File: config.mk
export PLATFORM = sky130hd
export DESIGN_NAME = keypad_scan_ctrl_flat
export DESIGN_NICKNAME = d
export VERILOG_FILES = /design/src/rtl/keypad_pkg.sv /design/src/rtl/keypad_scan_ctrl_if.sv /design/src/rtl/keypad_scan_ctrl_tick_gen.sv /design/src/rtl/keypad_scan_ctrl.sv /design/src/flat_wrapper.sv
export SDC_FILE = /design/constraint.sdc
export NUM_CORES = 1
export LEC_CHECK = 0
export ABC_AREA = 1
export CORE_ASPECT_RATIO = 2
export CORE_UTILIZATION = 25
export DETAILED_ROUTE_END_ITERATION = 7
export DONT_BUFFER_PORTS = 1
export GPL_TIMING_DRIVEN = 0
export REMOVE_ABC_BUFFERS = 1
export SLEW_MARGIN = 20
export SYNTH_ARGS = -nofsm -noshare
export SYNTH_HDL_FRONTEND = slang
export SYNTH_HIERARCHICAL = 1
export SYNTH_SLANG_ARGS = --single-unit
export TNS_END_PERCENT = 5
File: constraint.sdc
create_clock -name clk_12m_in -period 12.1 [get_ports clk_12m_in]
set_input_delay 2.42 -clock clk_12m_in [delete_from_list [all_inputs] [get_ports clk_12m_in]]
set_output_delay 2.42 -clock clk_12m_in [all_outputs]
set_load 0.01 [all_outputs]
File: src/rtl/keypad_pkg.sv
// keypad_pkg
//   Shared definitions for the 4x4 keypad scan controller.
//   - NUM_COLS / NUM_ROWS / NUM_KEYS : matrix geometry
//   - key_t       : 4-bit key code, col*4 + row
//   - state_e     : scan FSM states (IDLE, SCAN)
//   - cls_e       : frame classification (NONE, ONE, MULTI)
//   - frame_cls_t : classification plus key index (key is 0 unless ONE)
//   - classify()  : reduces a 16-bit frame snapshot to a frame_cls_t
package keypad_pkg;

    localparam int unsigned NUM_COLS = 4;
    localparam int unsigned NUM_ROWS = 4;
    localparam int unsigned NUM_KEYS = NUM_COLS * NUM_ROWS;

    typedef logic [3:0] key_t;

    typedef enum logic {
        IDLE,
        SCAN
    } state_e;

    typedef enum logic [1:0] {
        NONE,
        ONE,
        MULTI
    } cls_e;

    typedef struct packed {
        cls_e cls;
        key_t key;
    } frame_cls_t;

    // key is forced to 0 for NONE/MULTI so that whole-struct equality
    // compares only what matters for debouncing.
    function automatic frame_cls_t classify(input logic [NUM_KEYS-1:0] snap);
        frame_cls_t  r;
        int unsigned n;
        r.cls = NONE;
        r.key = '0;
        n     = 0;
        for (int unsigned i = 0; i < NUM_KEYS; i++) begin
            if (snap[i]) begin
                n++;
                r.key = key_t'(i);
            end
        end
        if (n == 1) begin
            r.cls = ONE;
        end else if (n > 1) begin
            r.cls = MULTI;
        end
        if (r.cls != ONE) begin
            r.key = '0;
        end
        return r;
    endfunction

endpackage

File: src/rtl/keypad_scan_ctrl_if.sv
// keypad_scan_ctrl_if
//   Key hand-off between the scan controller and the Nios PIO.
//   - key_code  : accepted key (col*4 + row), driven by master
//   - key_valid : key_code holds an unread key, driven by master
//   - key_ready : consumer accepts key_code this cycle, driven by slave
//   A transfer occurs in any cycle with key_valid & key_ready.
interface keypad_scan_ctrl_if;
    import keypad_pkg::*;

    key_t key_code;
    logic key_valid;
    logic key_ready;

    modport master (
        output key_code,
        output key_valid,
        input  key_ready
    );

    modport slave (
        input  key_code,
        input  key_valid,
        output key_ready
    );

endinterface

File: src/rtl/keypad_scan_ctrl_tick_gen.sv
// tick_gen
//   Scan-step prescaler. Counts 0..TICK_DIV-1 and wraps; tick is high for
//   the single cycle in which the count equals TICK_DIV-1.
//   - clk     : system clock
//   - reset_b : asynchronous active-low reset
//   - clr     : synchronous hold of the count at 0
//   - tick    : one-cycle step strobe
module tick_gen #(
    parameter int unsigned TICK_DIV = 50000
) (
    input  logic clk,
    input  logic reset_b,
    input  logic clr,
    output logic tick
);

    localparam int unsigned CW = (TICK_DIV > 1) ? $clog2(TICK_DIV) : 1;
    localparam logic [CW-1:0] LAST = CW'(TICK_DIV - 1);

    logic [CW-1:0] cnt_q;

    always_ff @(posedge clk or negedge reset_b) begin
        if (!reset_b) begin
            cnt_q <= '0;
        end else if (clr || (cnt_q == LAST)) begin
            cnt_q <= '0;
        end else begin
            cnt_q <= cnt_q + 1'b1;
        end
    end

    assign tick = (cnt_q == LAST);

endmodule

File: src/rtl/keypad_scan_ctrl.sv
// keypad_scan_ctrl
//   4x4 matrix keypad scanner: strobes one column at a time (active-low),
//   samples the synchronized rows on each scan tick, debounces whole
//   frames and hands single key codes out over a valid/ready handshake.
//   - clk_12m_in  : 12 MHz system clock
//   - reset_b     : asynchronous active-low reset
//   - scan_en     : 1 = scanning, 0 = idle
//   - row_n       : keypad rows, active-low, asynchronous
//   - col_n       : column drive, active-low, one-hot-low while scanning
//   - overrun     : sticky, a key was accepted while key_valid was pending
//   - overrun_clr : clears overrun (a simultaneous set wins)
//   - kbus        : key_code / key_valid / key_ready handshake (master)
module keypad_scan_ctrl
    import keypad_pkg::*;
#(
    parameter int unsigned TICK_DIV       = 50000,
    parameter int unsigned DEBOUNCE_SCANS = 3
) (
    input  logic                clk_12m_in,
    input  logic                reset_b,
    input  logic                scan_en,
    input  logic [NUM_ROWS-1:0] row_n,
    output logic [NUM_COLS-1:0] col_n,
    output logic                overrun,
    input  logic                overrun_clr,
    keypad_scan_ctrl_if.master  kbus
);

    localparam logic [3:0] DB_CNT = 4'(DEBOUNCE_SCANS);

    logic [NUM_ROWS-1:0] row_meta_q;
    logic [NUM_ROWS-1:0] row_sync_q;
    logic [NUM_ROWS-1:0] rows_act;

    state_e              state_q;
    logic [1:0]          col_q;
    logic [1:0]          col_d;
    logic [NUM_COLS-1:0] col_n_q;
    logic [NUM_KEYS-1:0] snap_q;
    frame_cls_t          cand_q;
    logic [3:0]          dcnt_q;
    logic [3:0]          dcnt_d;
    logic                armed_q;
    key_t                key_code_q;
    logic                key_valid_q;
    logic                overrun_q;

    logic                tick;
    logic                tick_clr;
    frame_cls_t          frame_cls;
    logic                qualified;
    logic                frame_end;
    logic                accept;
    logic                release_ok;
    logic                xfer;

    always_ff @(posedge clk_12m_in or negedge reset_b) begin
        if (!reset_b) begin
            row_meta_q <= '1;
            row_sync_q <= '1;
        end else begin
            row_meta_q <= row_n;
            row_sync_q <= row_meta_q;
        end
    end

    assign rows_act = ~row_sync_q;

    // Clearing on !scan_en as well makes the counter read 0 on the first
    // IDLE cycle, not just from the second one on.
    assign tick_clr = (state_q == IDLE) || !scan_en;

    tick_gen #(
        .TICK_DIV(TICK_DIV)
    ) u_tick_gen (
        .clk     (clk_12m_in),
        .reset_b (reset_b),
        .clr     (tick_clr),
        .tick    (tick)
    );

    always_comb begin
        col_d = col_q + 2'd1;
        // Column 3 rows are taken live so the frame is classified on the
        // same tick that samples them.
        frame_cls = classify({rows_act, snap_q[11:0]});
        if (frame_cls != cand_q) begin
            dcnt_d = 4'd1;
        end else if (dcnt_q == DB_CNT) begin
            dcnt_d = dcnt_q;
        end else begin
            dcnt_d = dcnt_q + 4'd1;
        end
        qualified  = (dcnt_d == DB_CNT);
        frame_end  = (state_q == SCAN) && scan_en && tick && (col_q == 2'd3);
        accept     = frame_end && qualified && (frame_cls.cls == ONE) && armed_q;
        release_ok = frame_end && qualified && (frame_cls.cls == NONE);
        xfer       = key_valid_q && kbus.key_ready;
    end

    always_ff @(posedge clk_12m_in or negedge reset_b) begin
        if (!reset_b) begin
            state_q     <= IDLE;
            col_q       <= '0;
            col_n_q     <= '1;
            snap_q      <= '0;
            cand_q      <= '{cls: NONE, key: '0};
            dcnt_q      <= '0;
            armed_q     <= 1'b1;
            key_code_q  <= '0;
            key_valid_q <= 1'b0;
            overrun_q   <= 1'b0;
        end else begin
            case (state_q)
                IDLE: begin
                    if (scan_en) begin
                        state_q <= SCAN;
                        col_q   <= '0;
                        col_n_q <= 4'hE;
                    end
                end
                SCAN: begin
                    if (!scan_en) begin
                        state_q <= IDLE;
                        col_q   <= '0;
                        col_n_q <= '1;
                        snap_q  <= '0;
                        cand_q  <= '{cls: NONE, key: '0};
                        dcnt_q  <= '0;
                        armed_q <= 1'b1;
                    end else if (tick) begin
                        snap_q[{col_q, 2'b00} +: NUM_ROWS] <= rows_act;
                        col_q   <= col_d;
                        col_n_q <= ~(4'b0001 << col_d);
                        if (col_q == 2'd3) begin
                            cand_q <= frame_cls;
                            dcnt_q <= dcnt_d;
                            if (accept) begin
                                armed_q <= 1'b0;
                            end else if (release_ok) begin
                                armed_q <= 1'b1;
                            end
                        end
                    end
                end
                default: begin
                    state_q <= IDLE;
                    col_n_q <= '1;
                end
            endcase

            if (accept && (!key_valid_q || xfer)) begin
                key_code_q  <= frame_cls.key;
                key_valid_q <= 1'b1;
            end else if (xfer) begin
                key_valid_q <= 1'b0;
            end

            if (accept && key_valid_q && !xfer) begin
                overrun_q <= 1'b1;
            end else if (overrun_clr) begin
                overrun_q <= 1'b0;
            end
        end
    end

    assign col_n          = col_n_q;
    assign overrun        = overrun_q;
    assign kbus.key_code  = key_code_q;
    assign kbus.key_valid = key_valid_q;

endmodule

File: src/flat_wrapper.sv
// flat-port wrapper written by rule: the top's interface ports become plain ports
module keypad_scan_ctrl_flat import keypad_pkg::*;
#(
    parameter int unsigned TICK_DIV       = 50000,
    parameter int unsigned DEBOUNCE_SCANS = 3
)
  (clk_12m_in, reset_b, scan_en, row_n, col_n, overrun, overrun_clr, kbus_key_code, kbus_key_valid, kbus_key_ready);
  keypad_scan_ctrl_if kbus_i ();
  input  logic clk_12m_in;
  input  logic reset_b;
  input  logic scan_en;
  input  logic [NUM_ROWS-1:0] row_n;
  output logic [NUM_COLS-1:0] col_n;
  output logic overrun;
  input  logic overrun_clr;
  output wire logic [$bits(kbus_i.key_code)-1:0] kbus_key_code;
  output wire logic [$bits(kbus_i.key_valid)-1:0] kbus_key_valid;
  input wire logic [$bits(kbus_i.key_ready)-1:0] kbus_key_ready;
  assign kbus_key_code = kbus_i.key_code;
  assign kbus_key_valid = kbus_i.key_valid;
  assign kbus_i.key_ready = kbus_key_ready;
  keypad_scan_ctrl #(.TICK_DIV(TICK_DIV), .DEBOUNCE_SCANS(DEBOUNCE_SCANS)) u_core (.clk_12m_in(clk_12m_in), .reset_b(reset_b), .scan_en(scan_en), .row_n(row_n), .col_n(col_n), .overrun(overrun), .overrun_clr(overrun_clr), .kbus(kbus_i));
endmodule
==> results.toml, run 1 <==
[detailed_routing]
via_per_inst = 4.575
ant_nets = 0
drt_iter0_drc = 155
num_vias = 4685
drt_pass1_iterations = 5
wire_per_inst_um = 11.79
routed_wl_mm = 12.07
drc = 0

[worst_setup_path]
cp-end-kind = "flop"
slowest_stage = "dfrtp_1"
start_kind = "flop"
max_stage_delay_ps = 370
cp_max_fo = 8
reg2reg_depth = 61
cpMostUsedCell = "nand2_1"
crit_arrival_ps = 9690
worstPathRequired_ps = 12310
path_class = "flop to flop"
reg2reg_from = "u_core/snap_q[0]"
startpoint = "u_core/snap_q[0]"

[sta]
fin_worst_skew_ps = 9.215
timing.final.crit_share = 0.7835
setup-tns-final_ps = 0
setup_viol = 0
fmax_ghz = 0.1055
drv_slew = 0
timing.final.ws_setup_ps = 2620
rsz0062_at_grt = "no"
finalHoldViolCount = 0
min_period_ps = 9480
tightest_slew_ps = 854.0
slew_headroom = 0.4307

[die]
num_io_pins = 19
die-area_um2 = 21160
core_area_um2 = 20000
initial_core_util = 0.2568
die_x_um = 103.4
die_h_um = 204.7
rows = 73

[cells_and_area]
final_common_cell = "nand2_1"
postLayoutCoreUtil = 0.2845
multi_input_comb_area_um2 = 3080
fillCellCount = 2199
nets = 792
antenna_cells = 0
syn_to_final_growth_pct = 10.79
stdcell_count = 1024
final_cell_mix = "nand2_1 (172), inv_1 (117), nand3_1 (73)"
drive_gt1_frac = 0.1903
seq_area_um2 = 1518

[clock_tree]
post_cts_buffers = 0
cts_hold_buffers = 0
cts_sinks = 60
clock_latency_ps = 330
cts_buffers = 9
clkSlewWorstSetupHoldPaths_ps = 60
htreeDepth = 3
cts_resized = 0
cts_tree = "yes"
root_buffer = "clkbuf_16"
clk_path_buf_depth = 2

[yosys]
syn_avg_cell_area_um2 = 6.832
synthArstFlopShare = 1.000
synth_warnings = 6
synthDistinctLibCells = 41
ys_ff_latch = 60
ys.flop_type = "dfrtp_1"
synth_edf_count = 0
yosysSeqAreaShare = 0.2954
synth_area_um2 = 5137
netlist_instances = 752

[flow_run]
maxCapViolCount = 0

[placement]
place_hpwl_mm = 9.854
finalWeightedCongestion = 0.8663
portBuffers = 0
pre_cts_ws_ps = 2608
dpl.cell_count = 1008

[global_routing]
antenna_found_initial = 0
grt_pass1_wl_mm = 20.93
grt_max_degree = 61
grt_pass1_vias = 4809
grt_usage = 0.1258
grt_overflow = 0

[pwr]
p_total_w = 0.0005753
leakagePower_nw = 2.688
vdd_drop_max_uv = 110.2
p_per_area_nw_per_um2 = 101.1

[min_path]
hold_path_class = "flop to flop"
min_from = "u_core/row_meta_q[2]"
min_path_cells = 0

[status]
outcome = "finished clean"
## synthesized netlist by cell type, types with 2 or more instances
cell	number	area share
nor3_2	2	0.0039
nand2_4	2	0.0044
dfstp_2	13	0.066
inv_2	9	0.0066
nor2_2	21	0.026
o21ai_2	4	0.0068
or2_2	9	0.011
nor3_1	3	0.0029
o21bai_1	2	0.0029
dfrtp_1	47	0.23
nand2_2	44	0.054
inv_1	117	0.085
o22ai_1	9	0.011
nand3_2	17	0.033
buf_4	3	0.0044
nor4_1	4	0.0049
clkinv_1	3	0.0022
clkbuf_1	2	0.0015
o21ai_1	6	0.0058
xnor2_1	4	0.0068
nor2_1	61	0.045
xor2_1	8	0.014
nand3b_1	5	0.0073
nand2_1	172	0.13
nand4_2	2	0.0049
a21oi_1	17	0.017
nor2_4	4	0.0088
nand3_1	73	0.071
nand4_1	22	0.027
o21ai_0	31	0.030
ha_1	26	0.063
## worst paths after layout
check	endpoint	slack, ps
worst min register to register	u_core/row_sync_q[2]	350
max in group asynchronous	u_core/col_n[3]	10120
min in group asynchronous	u_core/dcnt_q[1]	1780
worst max-delay path	u_core/kbus.key_code[0]	2620
worst max register to register	u_core/kbus.key_code[0]	2620
worst min-delay path	u_core/row_sync_q[2]	350
## cell families (layout without fill, tap and decap cells)
kind of cell	Yosys count	after routing	synth area share
AND/OR/NAND/NOR	442	442	0.4316
buffers and inverters	136	146	0.1050
XOR/XNOR	12	12	0.02046
AO/OA/AOI/OAI	76	76	0.08427
flip-flops	60	60	0.2954
adder cells (fa/ha/maj)	26	26	0.06332
## stage by stage
stage	hold WS [ps]	instance area, um2
after floorplan	345.2	5087
after global placement	346.6	5415
after detailed placement	346.9	5415
after CTS	354.9	5692
after global routing	356.2	5692
final	354.2	5692
## power breakdown
| group | internal, W | leakage [nW] | switching (W) | total, W |
|---|---|---|---|---|
| Sequential | 0.000206 | 0.787 | 0.00000520 | 0.000211 |
| Clock | 0.000139 | 0.132 | 0.0000954 | 0.000234 |
| Combinational | 0.0000442 | 1.77 | 0.0000858 | 0.000130 |
## final cells by class
cell class | instances | area share
clock buffer | 9 | 0.03957
clock inverter | 7 | 0.009013
inverter | 130 | 0.08595
multi-input combinational | 556 | 0.5412
sequential | 60 | 0.2667
tap | 262 | 0.05759
## worst max-delay path: cells and delay by family, from the launching register on
kind	cells	cell delay (ps)
simple gates	36	3890
xor+xnor	1	120
buf+inv	7	510
flops	1	370
fa+ha+maj	13	3850
compound gates	4	590
## state kept, by name, indices dropped and copies added (netlist names), 2 cells and up
register / count
u_core/cand_q: 6
u_core/col_n: 4
u_core/col_q: 2
u_core/dcnt_q: 4
u_core/kbus.key_code: 4
u_core/row_meta_q: 4
u_core/row_sync_q: 4
u_core/snap_q: 12
u_core/u_tick_gen/cnt_q: 16
## layer usage
metal | vias up | GRT usage | routed length, um
li1 | 2417 | - | -
met1 | 2171 | 0.1077 | 4005
met2 | 63 | 0.2561 | 7290
met3 | 34 | 0.01604 | 290
met4 | 0 | 0.07797 | 484
met5 | - | 0 | 0
No activity file was read; power rests on OpenSTA's default activity.
==> run 2, diff against run 1 <==
==> constraint.sdc (replaced) <==
create_clock -name clk_12m_in -period 8.56 [get_ports clk_12m_in]
set_input_delay 1.712 -clock clk_12m_in [delete_from_list [all_inputs] [get_ports clk_12m_in]]
set_output_delay 1.712 -clock clk_12m_in [all_outputs]
set_load 0.01 [all_outputs]
==> results.toml, run 2 (synthesized netlist as in run 1, its figures left out) <==
[status]
outcome = "finished clean"

[clock_tree]
cts_buffers = 9
cts_hold_buffers = 0
cts_tree = "yes"
htreeDepth = 3
clock_latency_ps = 330
root_buffer = "clkbuf_16"
cts_sinks = 60
clkSlewWorstSetupHoldPaths_ps = 60
clk_path_buf_depth = 2

[sta]
setup_viol = 0
drv_slew = 0
min_period_ps = 8179
fmax_ghz = 0.1223
fin_worst_skew_ps = 9.872
timing.final.crit_share = 0.9555
slew_headroom = 0.4326
finalHoldViolCount = 0
tightest_slew_ps = 851.0

[worst_setup_path]
max_stage_delay_ps = 390
slowest_stage = "dfrtp_1"
crit_arrival_ps = 8390
start_kind = "flop"
critPathTopFamily = "simple AND/OR/NAND/NOR gates"
cp-end-kind = "flop"
path_class = "flop to flop"
cp_max_fo = 8
worstPathRequired_ps = 8770
cp.buffers_inverters = 13

[die]
die_x_um = 103.4
die-area_um2 = 21160
num_io_pins = 19
rows = 73
core_area_um2 = 20000
die_h_um = 204.7
initial_core_util = 0.2568

[cells_and_area]
antenna_cells = 0
largestRegisters = "u_core/u_tick_gen/cnt_q x16, u_core/snap_q x12, u_core/cand_q x6"
regMostFlops = "u_core/u_tick_gen/cnt_q"
final_cell_mix = "nand2_1 (149), inv_1 (110), nand3_1 (66)"
largest_reg_flops = 16
seq_area_um2 = 1518
drive_gt1_frac = 0.2965
multi_input_comb_area_um2 = 3461
nets = 826
fillCellCount = 2139
stdcell_count = 1058
syn_to_final_growth_pct = 23.40
final_common_cell = "nand2_1"

[detailed_routing]
ant_nets = 0
num_vias = 4884
drc = 0
drt_iter0_drc = 128
routed_wl_mm = 12.98
wire_per_inst_um = 12.27
via_per_inst = 4.616
drt_pass1_iterations = 4

[pwr]
vdd_drop_max_uv = 156.1
p_total_w = 0.0009298
p_per_area_nw_per_um2 = 146.7
leakagePower_nw = 2.917

[min_path]
hold_path_class = "flop to flop"

[placement]
finalWeightedCongestion = 0.8663
dpl.cell_count = 1008
portBuffers = 0
place_hpwl_mm = 9.854

[global_routing]
grt_overflow = 0
grt_pass1_wl_mm = 21.87
grt_pass1_vias = 5073
grt_usage = 0.1310
antenna_found_initial = 0
grt_max_degree = 61

[flow_run]
maxCapViolCount = 0
==> run 2: per-layer routing <==
metal,vias to the layer above,track usage,routed length (um)
met4,0,0.08048,505
met3,32,0.01706,313
li1,2484,-,-
met5,-,0,0
met2,61,0.2696,7885
met1,2307,0.1098,4274
==> run 2: path summary, 6_finish.rpt <==
path | startpoint | endpoint | slack, ps | depth (start not counted)
setup / recovery | u_core/snap_q[1] | u_core/kbus.key_code[0] | 380 | 63
hold reg to reg | u_core/row_meta_q[2] | u_core/row_sync_q[2] | 350 | 0
min in group asynchronous | reset_b | u_core/dcnt_q[1] | 1070 | 0
hold / removal | u_core/row_meta_q[2] | u_core/row_sync_q[2] | 350 | 0
setup reg to reg | u_core/snap_q[1] | u_core/kbus.key_code[0] | 380 | 63
max in group asynchronous | reset_b | u_core/col_n[3] | 7290 | 0
==> run 2: area by class of cell <==
type                    instances  area share
multi-input cells             556      0.5459
flip-flops and latches         60      0.2394
inverters                     130     0.07855
well taps                     262     0.05171
repair buffers                 34     0.04085
clock buffers                   9     0.03552
clock inverters                 7    0.008092
==> run 2: timing repair <==
item | CTS | global route
endpoints found under the setup margin | 17 | 16
resized for setup | 34 | 52
buffers inserted | 22 | 12
gates cloned | 0 | 0
hold endpoints to repair | 0 | 0
pin swaps | 17 | 40
==> run 2: where the power goes <==
part | leakage, nW | switching (W) | total, W | internal, W
registers | 0.787 | 0.00000806 | 0.000299 | 0.000291
logic | 2.00 | 0.000170 | 0.000300 | 0.000130
clock network | 0.132 | 0.000135 | 0.000331 | 0.000196
==> run 2: per-stage QoR <==
| step | hold WS [ps] | worst slack, ps | setup TNS (ps) | utilization | instance area [um2] |
|---|---|---|---|---|---|
| after floorplan | 345.2 | 3.233 | 0 | - | 5087 |
| after global placement | 346.6 | -838.4 | -7479 | 0.2707 | 5415 |
| after detailed placement | 346.9 | -932.1 | -9198 | 0.2707 | 5415 |
| after CTS | 354.9 | 12.49 | 0 | 0.3005 | 6011 |
| after global routing | 356.2 | -59.24 | -209.3 | 0.3169 | 6340 |
| final | 354.2 | 381.3 | 0 | 0.3169 | 6340 |
